### src/rtl/hdmi_timing.sv
// -----------------------------------------------------------------------------
// hdmi_timing
//
// Raster timing generator for the 640x480@60 display path. The system clock
// is divided down to the pixel rate, and horizontal and vertical counters
// sweep the full raster, blanking included.
//
// All outputs are registers. On every clk edge they are loaded from the
// counters' *next* values. As a result x, y, hsync, vsync and video_on always
// describe the same pixel, with no extra pipeline latency.
//
// Ports
//   clk        in   system clock
//   reset      in   asynchronous, active-low reset
//   x          out  current horizontal position, 0..H_TOTAL-1
//   y          out  current vertical position, 0..V_TOTAL-1
//   hsync      out  horizontal sync, active low
//   vsync      out  vertical sync, active low
//   video_on   out  high inside the visible area
//   p_clock    out  50%-duty pixel clock, period CLK_DIV clks
//   frame_tick out  one-clk pulse when position (0,0) is entered
//
// Both totals must fit in 10 bits. CLK_DIV must be even and >= 2.
// -----------------------------------------------------------------------------
module hdmi_timing #(
   parameter int unsigned CLK_DIV   = 4,
   parameter int unsigned H_VISIBLE = 640,
   parameter int unsigned H_FRONT   = 16,
   parameter int unsigned H_SYNC    = 96,
   parameter int unsigned H_BACK    = 48,
   parameter int unsigned V_VISIBLE = 480,
   parameter int unsigned V_FRONT   = 10,
   parameter int unsigned V_SYNC    = 2,
   parameter int unsigned V_BACK    = 33
) (
   input  logic       clk,
   input  logic       reset,
   output logic [9:0] x,
   output logic [9:0] y,
   output logic       hsync,
   output logic       vsync,
   output logic       video_on,
   output logic       p_clock,
   output logic       frame_tick
);

   localparam int unsigned H_TOTAL = H_VISIBLE + H_FRONT + H_SYNC + H_BACK;
   localparam int unsigned V_TOTAL = V_VISIBLE + V_FRONT + V_SYNC + V_BACK;
   localparam int unsigned DIV_W   = $clog2(CLK_DIV);

   localparam logic [DIV_W-1:0] DIV_LAST = DIV_W'(CLK_DIV - 1);
   localparam logic [DIV_W-1:0] DIV_HALF = DIV_W'(CLK_DIV / 2);

   localparam logic [9:0] H_LAST   = 10'(H_TOTAL - 1);
   localparam logic [9:0] V_LAST   = 10'(V_TOTAL - 1);
   localparam logic [9:0] H_VIS    = 10'(H_VISIBLE);
   localparam logic [9:0] V_VIS    = 10'(V_VISIBLE);
   localparam logic [9:0] HS_START = 10'(H_VISIBLE + H_FRONT);
   localparam logic [9:0] HS_END   = 10'(H_VISIBLE + H_FRONT + H_SYNC - 1);
   localparam logic [9:0] VS_START = 10'(V_VISIBLE + V_FRONT);
   localparam logic [9:0] VS_END   = 10'(V_VISIBLE + V_FRONT + V_SYNC - 1);

   logic [DIV_W-1:0] div_cnt;
   logic [DIV_W-1:0] div_nxt;
   logic             p_tick;
   logic [9:0]       h_cnt;
   logic [9:0]       v_cnt;
   logic [9:0]       h_nxt;
   logic [9:0]       v_nxt;
   logic             h_wrap;
   logic             v_wrap;

   // Next-state values. Every registered output is derived from these, so the
   // outputs change on the same edge as the counters.
   always_comb begin
      p_tick  = (div_cnt == DIV_LAST);
      h_wrap  = (h_cnt == H_LAST);
      v_wrap  = (v_cnt == V_LAST);
      div_nxt = p_tick ? '0 : div_cnt + 1'b1;
      h_nxt   = h_cnt;
      v_nxt   = v_cnt;
      if (p_tick) begin
         if (h_wrap) begin
            h_nxt = '0;
            v_nxt = v_wrap ? '0 : v_cnt + 10'd1;
         end else begin
            h_nxt = h_cnt + 10'd1;
         end
      end
   end

   // Reset parks the counters on the last pixel of the frame. The first
   // p_tick after release therefore wraps them to (0,0) and fires frame_tick.
   always_ff @(posedge clk or negedge reset) begin
      if (!reset) begin
         div_cnt    <= '0;
         h_cnt      <= H_LAST;
         v_cnt      <= V_LAST;
         hsync      <= 1'b1;
         vsync      <= 1'b1;
         video_on   <= 1'b0;
         p_clock    <= 1'b0;
         frame_tick <= 1'b0;
      end else begin
         div_cnt    <= div_nxt;
         h_cnt      <= h_nxt;
         v_cnt      <= v_nxt;
         hsync      <= !((h_nxt >= HS_START) && (h_nxt <= HS_END));
         vsync      <= !((v_nxt >= VS_START) && (v_nxt <= VS_END));
         video_on   <= (h_nxt < H_VIS) && (v_nxt < V_VIS);
         // The pixel clock falls on the counter-update edge and rises half a
         // pixel later. Downstream posedge capture then sees settled outputs.
         p_clock    <= (div_nxt >= DIV_HALF);
         frame_tick <= p_tick && h_wrap && v_wrap;
      end
   end

   assign x = h_cnt;
   assign y = v_cnt;

endmodule

### config.mk
export PLATFORM = sky130hd
export DESIGN_NAME = hdmi_timing
export DESIGN_NICKNAME = d
export VERILOG_FILES = /design/src/rtl/hdmi_timing.sv
export SDC_FILE = /design/constraint.sdc
export NUM_CORES = 1
export LEC_CHECK = 0
export ABC_AREA = 1
export BUFFER_PORTS_ARGS = -buffer_cell sky130_fd_sc_hd__buf_2
export CORE_MARGIN = 2
export CORE_UTILIZATION = 35
export DETAILED_ROUTE_END_ITERATION = 12
export SLEW_MARGIN = 10
export SYNTH_ARGS = -nofsm -noshare
export SYNTH_HDL_FRONTEND = slang
export SYNTH_SLANG_ARGS = --single-unit
### constraint.sdc
create_clock -name clk -period 1.8 [get_ports clk]
set_input_delay 0.18 -clock clk [delete_from_list [all_inputs] [get_ports clk]]
set_output_delay 0.18 -clock clk [all_outputs]
set_load 0.005 [all_outputs]
* After elaboration in Yosys (flattened, before gate mapping)
Index checks and enable logic that the tools add are counted.
Word-level totals: register bits after elaboration 27, input port bits 2, logic and storage cells 34
Cells by class: add/subtract/negate cells 3, $lt $le $gt $ge 7, equal/unequal tests 3, muxes and demuxes 6, reductions and logical operators 7
Operators with widths (count):
- two-way mux 10 bit | 5
- adder 10 x 1 -> 10 bit (second input constant) | 2
- equality test 10 bit (second input constant) | 2
- greater-or-equal comparator 10 bit (second input constant) | 1
- greater-or-equal comparator 10 x 9 -> 1 bit (second input constant) | 1
- <= comparator 10 bit (second input constant) | 1
- <= comparator 10 x 9 -> 1 bit (second input constant) | 1
- < comparator 10 bit (second input constant) | 1
- < comparator 10 x 9 -> 1 bit (second input constant) | 1
- logical AND 1 bit | 5
- adder 2 x 1 -> 2 bit (second input constant) | 1
- equality test 2 bit (second input constant) | 1
- greater-or-equal comparator 2 bit (second input constant) | 1
- logical NOT 1 bit | 2
- two-way mux 2 bit | 1

* Longest topological paths before layout
Gate-level depths: netlist of the first run.
word-level depth 7, mapped depth 13

* Least setup slack after synthesis of the first run
Ideal clock, no wire load.
path kind register to register, from register h_cnt[0] (netlist: x[0]), to register video_on, setup time 0.115 ns, arrival time 1.622 ns, data required time 1.685 ns, setup slack 0.063 ns, stages on the path, launching flop included 12, clock period less this slack 1.737 ns, path through dfstp_2 ha_1 nand4_1 nor2_4 nand2_2 buf_6 o21ai_2 nand2_1 nor2_1 nand2_1 nor2_1 nor2_1
On the way: longest elaborated chain between the ends 5, elaborated cells between the ends (all ways) 9, classes of those cells add/sub (1); order compare (2); eq/ne (1); mux (4); reduce/logical (1)
RTL lines:
- start, declared | line 66 | logic [9:0] h_cnt;
- start signal, assigned | line 106 | h_cnt <= h_nxt;
- adder 10 x 1 -> 10 bit / equality test 10 bit (equally long branches) | line 87, 77
- two-way mux 10 bit | line 83 | if (h_wrap) begin
- two-way mux 10 bit | line 82 | if (p_tick) begin
- < comparator 10 bit / < comparator 10 x 9 -> 1 bit (equally long branches) | line 110 | video_on <= (h_nxt < H_VIS) && (v_nxt < V_VIS);
- logical AND 1 bit * | line 110
- end signal, assigned | line 110
- end, declared | line 42 | output logic video_on,
Mark *: on every way between the ends. The rest lies on a longest branch, timed or not.

* Final worst setup path of the first run
from register h_cnt[0] (netlist: x[0]), to register vsync
On the way: longest elaborated chain between the ends 6, elaborated cells between the ends (all ways) 7, classes of those cells order compare (2); eq/ne (1); mux (2); reduce/logical (2)
RTL lines:
- equality test 10 bit * | line 77 | h_wrap = (h_cnt == H_LAST);
- two-way mux 10 bit * | line 83
- two-way mux 10 bit * | line 82
- net v_nxt[3] | line 69 | logic [9:0] v_nxt;
- greater-or-equal comparator 10 x 9 -> 1 bit / <= comparator 10 x 9 -> 1 bit (equally long branches) | line 109 | vsync <= !((v_nxt >= VS_START) && (v_nxt <= VS_END));
- logical AND 1 bit * | line 109
- logical NOT 1 bit * | line 109
- end signal, assigned | line 109
- end, declared | line 41 | output logic vsync,
Mark *: on every way through the listed nets, which the timed path passes. The rest lies on a longest branch.

==> results of run 1 <==
-- registers in the layout (all words and copies together) (netlist names) --
| name | count |
|---|---|
| video_on | 1 |
| x | 10 |
| vsync | 1 |
| y | 10 |
| frame_tick | 1 |
| div_cnt | 2 |
| hsync | 1 |
-- area by class of cell --
| type | count | area share, % |
|---|---|---|
| Clock buffer | 4 | 2.214 |
| Inverter | 46 | 8.610 |
| Multi-Input combinational cell | 142 | 39.54 |
| Sequential cell | 26 | 32.72 |
| Tap cell | 52 | 3.198 |
| Timing Repair Buffer | 45 | 13.71 |
-- kinds of logic after synthesis --
logic type / count (synthesis) / share of synthesized area, %
compound gates: 13 / 5.058
flops: 26 / 41.40
xor+xnor: 4 / 2.179
fa+ha+maj: 4 / 3.113
buf+inv: 48 / 12.30
simple gates: 121 / 35.95
-- metrics by stage --
stage	hold slack (ns)	power, W
2_1_floorplan	-0.1156	0.0005956
3_3_place_gp	0.2152	0.0006082
3_5_place_dp	0.2207	0.0006085
4_1_cts	0.4287	0.0009674
5_1_grt	0.4640	0.0009878
6_report	0.4231	0.0009591
-- worst max-delay path, stage by stage (launching register included) --
cell and delay [ns]:
dfstp_2 0.57, ha_4 0.15, nand4_1 0.12, nor2_4 0.15, buf_6 0.13, nand4_1 0.09
a21oi_2 0.19, nand3_1 0.13, nor2_2 0.12, nand2_1 0.06
-- layout by cell type (no fill, tap or decap), types with 2 or more instances in the layout --
cell / Yosys / layout
a21oi_2: 2 / 2
buf_2: 0 / 26
buf_4: 0 / 17
clkbuf_8: 0 / 3
clkinv_1: 2 / 2
dfrtp_1: 14 / 14
dfstp_2: 12 / 12
ha_1: 4 / 2
inv_1: 38 / 37
inv_2: 5 / 6
nand2_1: 54 / 51
nand2_2: 2 / 4
nand3_1: 18 / 15
nand3_2: 3 / 6
nand4_1: 8 / 8
nor2_1: 25 / 20
nor2_2: 3 / 7
nor2_4: 2 / 3
nor3_1: 3 / 3
o21ai_0: 3 / 3
o21ai_1: 4 / 4
xor2_1: 4 / 4
-- path summary, 6_finish.rpt --
path	slack, ns	from	cells after the start	end
worst max-delay path	0.03	x[0]$_DFF_PN1_	9	vsync$_DFF_PN1_
worst min-delay path	0.42	reset	2	video_on$_DFF_PN0_
worst max register to register	0.03	x[0]$_DFF_PN1_	9	vsync$_DFF_PN1_
worst min register to register	0.43	div_cnt[0]$_DFF_PN0_	1	div_cnt[0]$_DFF_PN0_
max in group asynchronous	1.00	reset	2	x[1]$_DFF_PN1_
min in group clk	0.43	div_cnt[0]$_DFF_PN0_	1	div_cnt[0]$_DFF_PN0_
-- routing by layer --
metal	vias to the layer above	part of all wire [%]	GRT usage [%]	routed length (um)
met5	-	0	0	0
met1	686	49	22.15	1861
met3	5	2.4	1.969	91
li1	765	-	-	-
met2	24	46	24.59	1740
met4	0	1.9	6.918	70
-- where the power goes --
group | switching [W] | internal (W)
clock network | 0.000201 | 0.000159
registers | 0 | 0.000585
logic | 0.0000111 | 0.00000218
total | 0.000212 | 0.000747
-- timing repair --
item | 4_1_cts | 5_1_grt
resized for setup | 7 | 11
pin swaps | 7 | 13
hold buffers | 1 | 0
endpoints found under the setup margin | 2 | 3
hold endpoints to repair | 14 | 0
setup buffers | 1 | 4
==> impl_metrics.ini, run 1 <==
[outcome]
outcome = completed

[placement]
place_area_um2 = 1878
dp.cells = 305
dp_hpwl_mm = 2.847
pre_cts_slack_ns = -0.07870
port_buffers = 26
gp_congestion = 0.8751

[timing]
slew_viol_final = 0
relSlewSlack_pct = 61.37
hold_viol = 0
clock.fmax_mhz = 566.0
worstMarginPinSlew_ns = 0.5794
finalCritPeriodShare_pct = 98.15
skew_ns = 0.004274
fin_crit_ns = 1.767
fin_ws_ns = 0.03328
setup_viol = 0
totalNegativeSetupSlack_ns = 0
rsz0062_at_grt = true

[power]
leakagePower_nw = 1.115
power_density_nw_per_um2 = 471.4
max-vdd-ir-drop_uv = 239.8

[yosys]
synth_ff_type = dfrtp_1
netlist_area_um2 = 1608
yosysSeqAreaShare_pct = 41.40
synth_nets = 222
synth_top_area_cell = dfrtp_1
avgSynthCellArea_um2 = 7.443
async_flop_share_pct = 100.0
synth_warnings = 0
synth.area.top_cells = dfrtp_1 (22%), dfstp_2 (20%), nand2_1 (13%)
synth.distinct_cells = 28
synth.most_common_cell = nand2_1
yosysTopAreaCellShare_pct = 21.79
synth_common_cells = nand2_1 (54), inv_1 (38), nor2_1 (25), nand3_1 (18), dfrtp_1 (14)
synth_edf_count = 0
syn-instance-count = 216
ys_ff_latch = 26

[grt]
grt_pass1_wl_mm = 6.341
globalRouteOverflowTotal = 0
grtUsageTotal_pct = 15.81
antenna_found_initial = 0
grt_max_degree = 27
grt_pass1_vias = 1404

[critical_path]
start_kind = flip-flop
endpoint_kind = flip-flop
cp.arrival_ns = 1.99
cp_max_fo = 4
required_ns = 2.02
worstSetupPathType = reg2reg

[clock_network]
clk_pin_slew_ns = 0.10
root_buffer = clkbuf_8
cts_tree = built
clock_latency_ns = 0.28
htree_levels = 1
cts_buffer_depth = 2
cts.sinks = 26
cts_made_buffers = 3

[floorplan]
start_util_pct = 36.67
coreArea_um2 = 4384
rows = 24
die_area_um2 = 5152
fp.dieW_um = 71.78
pin_count = 27
dieHeight_um = 71.78

[finish]
nNetsFinal = 270
ff_latch_area_um2 = 665.6
layoutNonFillerInstCount = 315
synthToLayoutAreaGrowth_pct = 26.54
postLayoutCoreUtil_pct = 46.40
diodes = 0
multi_input_area_um2 = 804.5
drive_gt1_share_pct = 36.12
final_area_um2 = 2034
num-fill-cells = 456

[routing]
drtPass1Iterations = 4
drc_errors = 0
wl_per_cell_um = 11.95
first_iter_violations = 67
vias = 1480
wl_mm = 3.763
ant_nets = 0
routed_via_density = 4.698

[worst_hold_path]
hp-class = in2async

[job]
cap_violations = 0
Power figures use the tool's default switching activity.
==> run 2: changes to the inputs <==
CORE_UTILIZATION = 50   (was 35)
GPL_ROUTABILITY_DRIVEN = 0   (was not set)
MAX_ROUTING_LAYER = met4   (was not set)
PLACE_DENSITY = 0.75   (was not set)
==> run 2 against run 1 <==
  * Non-clock buffer count decreased by 4
  * Largest cell class unchanged
  * Fmax decreased by 2.3%
  * The run now ends with setup timing left
  * Setup slack got worse by 0.042 ns
  * Hold slack got worse by 0.065 ns
  * Total power increased by 5.0%
  * Die area decreased by 28%
  * Clock-buffer cell count decreased by 1
==> impl_metrics.ini, run 2 (same netlist as run 1, synthesis figures left out) <==
[floorplan]
dieHeight_um = 60.71
coreArea_um2 = 3053
rows = 20
pin_count = 27
fp.dieW_um = 60.71
die_area_um2 = 3685
start_util_pct = 52.66

[placement]
port_buffers = 26
dp_hpwl_mm = 2.680
dp.cells = 295
place_area_um2 = 1853
pre_cts_slack_ns = -0.02587

[finish]
num-fill-cells = 264
diodes = 0
layoutNonFillerInstCount = 303
drive_gt1_share_pct = 38.61
multi_input_area_um2 = 848.3
synthToLayoutAreaGrowth_pct = 27.70
ff_latch_area_um2 = 665.6
mostFrequentLayoutCells = nand2_1 (47), inv_1 (35), buf_2 (26)
nNetsFinal = 266
final_area_um2 = 2053
layout_commonest_cell = nand2_1

[routing]
vias = 1490
first_iter_violations = 55
ant_nets = 0
drtPass1Iterations = 4
drc_errors = 0
wl_mm = 3.659
wl_per_cell_um = 12.08
routed_via_density = 4.917

[grt]
antenna_found_initial = 0
globalRouteOverflowTotal = 0
grt_pass1_vias = 1381
grtUsageTotal_pct = 22.87
grt_pass1_wl_mm = 6.168
grt_max_degree = 27

[clock_network]
cts_tree = built
cts_made_buffers = 3
root_buffer = clkbuf_4
clock_latency_ns = 0.33
cts.sinks = 26
clk_pin_slew_ns = 0.15
cts_buffer_depth = 2
htree_levels = 1

[critical_path]
required_ns = 2.04
reg2reg_setup_slack_ns = -0.009
worstSetupPathType = reg2reg
crit_start = x[1]$_DFF_PN1_
cp_max_fo = 7
cp.arrival_ns = 2.05
endpoint_kind = flip-flop
r2r-start = x[1]$_DFF_PN1_
start_kind = flip-flop

[job]
cap_violations = 0

[timing]
clock.fmax_mhz = 552.7
worstMarginPinSlew_ns = 0.5560
hold_viol = 0
relSlewSlack_pct = 62.93
fin_crit_ns = 1.809
rsz0062_at_grt = true
finalCritPeriodShare_pct = 100.5
slew_viol_final = 0
skew_ns = 0.003982
setup_viol = 2
fin_ws_ns = -0.009173

[power]
power_density_nw_per_um2 = 490.6
max-vdd-ir-drop_uv = 396.7
leakagePower_nw = 1.136

[worst_hold_path]
hp-class = in2async

[outcome]
violations = setup timing
outcome = complete, but fails checks
-- run 2: changes by cell type in the layout (fill, tap and decap cells not counted), moves of 3 or more --
cell	before	now
buf_4	17	11
clkbuf_8	3	0
nor2_2	7	4
inv_2	6	9
clkbuf_4	0	3
nand2_1	51	47
-- run 2: repair_timing --
action	CTS	global route
resized for setup	5	28
setup endpoints to repair	2	5
gates cloned	0	0
endpoints found under the hold margin	14	0
hold buffers	1	0
pin swaps	1	19
buffers inserted	0	3
-- run 2: final cells by class --
cell class | instances | area share, %
multi-input combinational | 142 | 41.32
sequential | 26 | 32.42
timing repair buffer | 41 | 12.49
inverter | 46 | 8.531
tap | 44 | 2.681
clock inverter | 1 | 1.463
clock buffer | 3 | 1.097
-- run 2: routing by layer --
metal / GRT usage [%] / vias to the layer above / part of all wire, %
met5: - / - / 0
met4: 8.385 / 0 / 1.8
met3: 1.493 / 8 / 3.6
met2: 34.10 / 37 / 47
met1: 32.80 / 692 / 48
li1: - / 753 / -
-- run 2: metrics by stage --
step	util (%)	TNS [ns]	power, W	hold slack, ns
CTS	63.40	0	0.001020	0.3620
floorplan	-	0	0.0005956	-0.1156
global route	67.25	-0.2907	0.001046	0.4088
global placement	60.70	0	0.0006075	0.1996
finish	67.25	-0.01175	0.001007	0.3584
detailed placement	60.70	-0.02854	0.0006079	0.2073
-- run 2: worst paths after layout --
check                                        to  cells after the start
max reg2reg                  video_on$_DFF_PN0_                     12
min in group clk           div_cnt[0]$_DFF_PN0_                      1
max in group asynchronous        x[0]$_DFF_PN1_                      2
min reg2reg                div_cnt[0]$_DFF_PN0_                      1
max                          video_on$_DFF_PN0_                     12
min                              y[7]$_DFF_PN0_                      2
-- run 2: worst max-delay path, cell delays in order, from the launching register on --
cell and delay [ns]:
dfstp_2 0.58, ha_4 0.17, nand2_2 0.07, nor2_4 0.14, nand3_4 0.15, inv_2 0.09
nand3_2 0.07, nand2_1 0.09, nand2_1 0.06, nand2_2 0.09, nand2_1 0.05, nor2_1 0.10
nor2_1 0.05
-- run 2: where the power goes --
part           total [W]  internal, W  switching [W]
Clock           0.000409     0.000225       0.000183
Combinational  0.0000129   0.00000219      0.0000107
Sequential      0.000586     0.000586              0
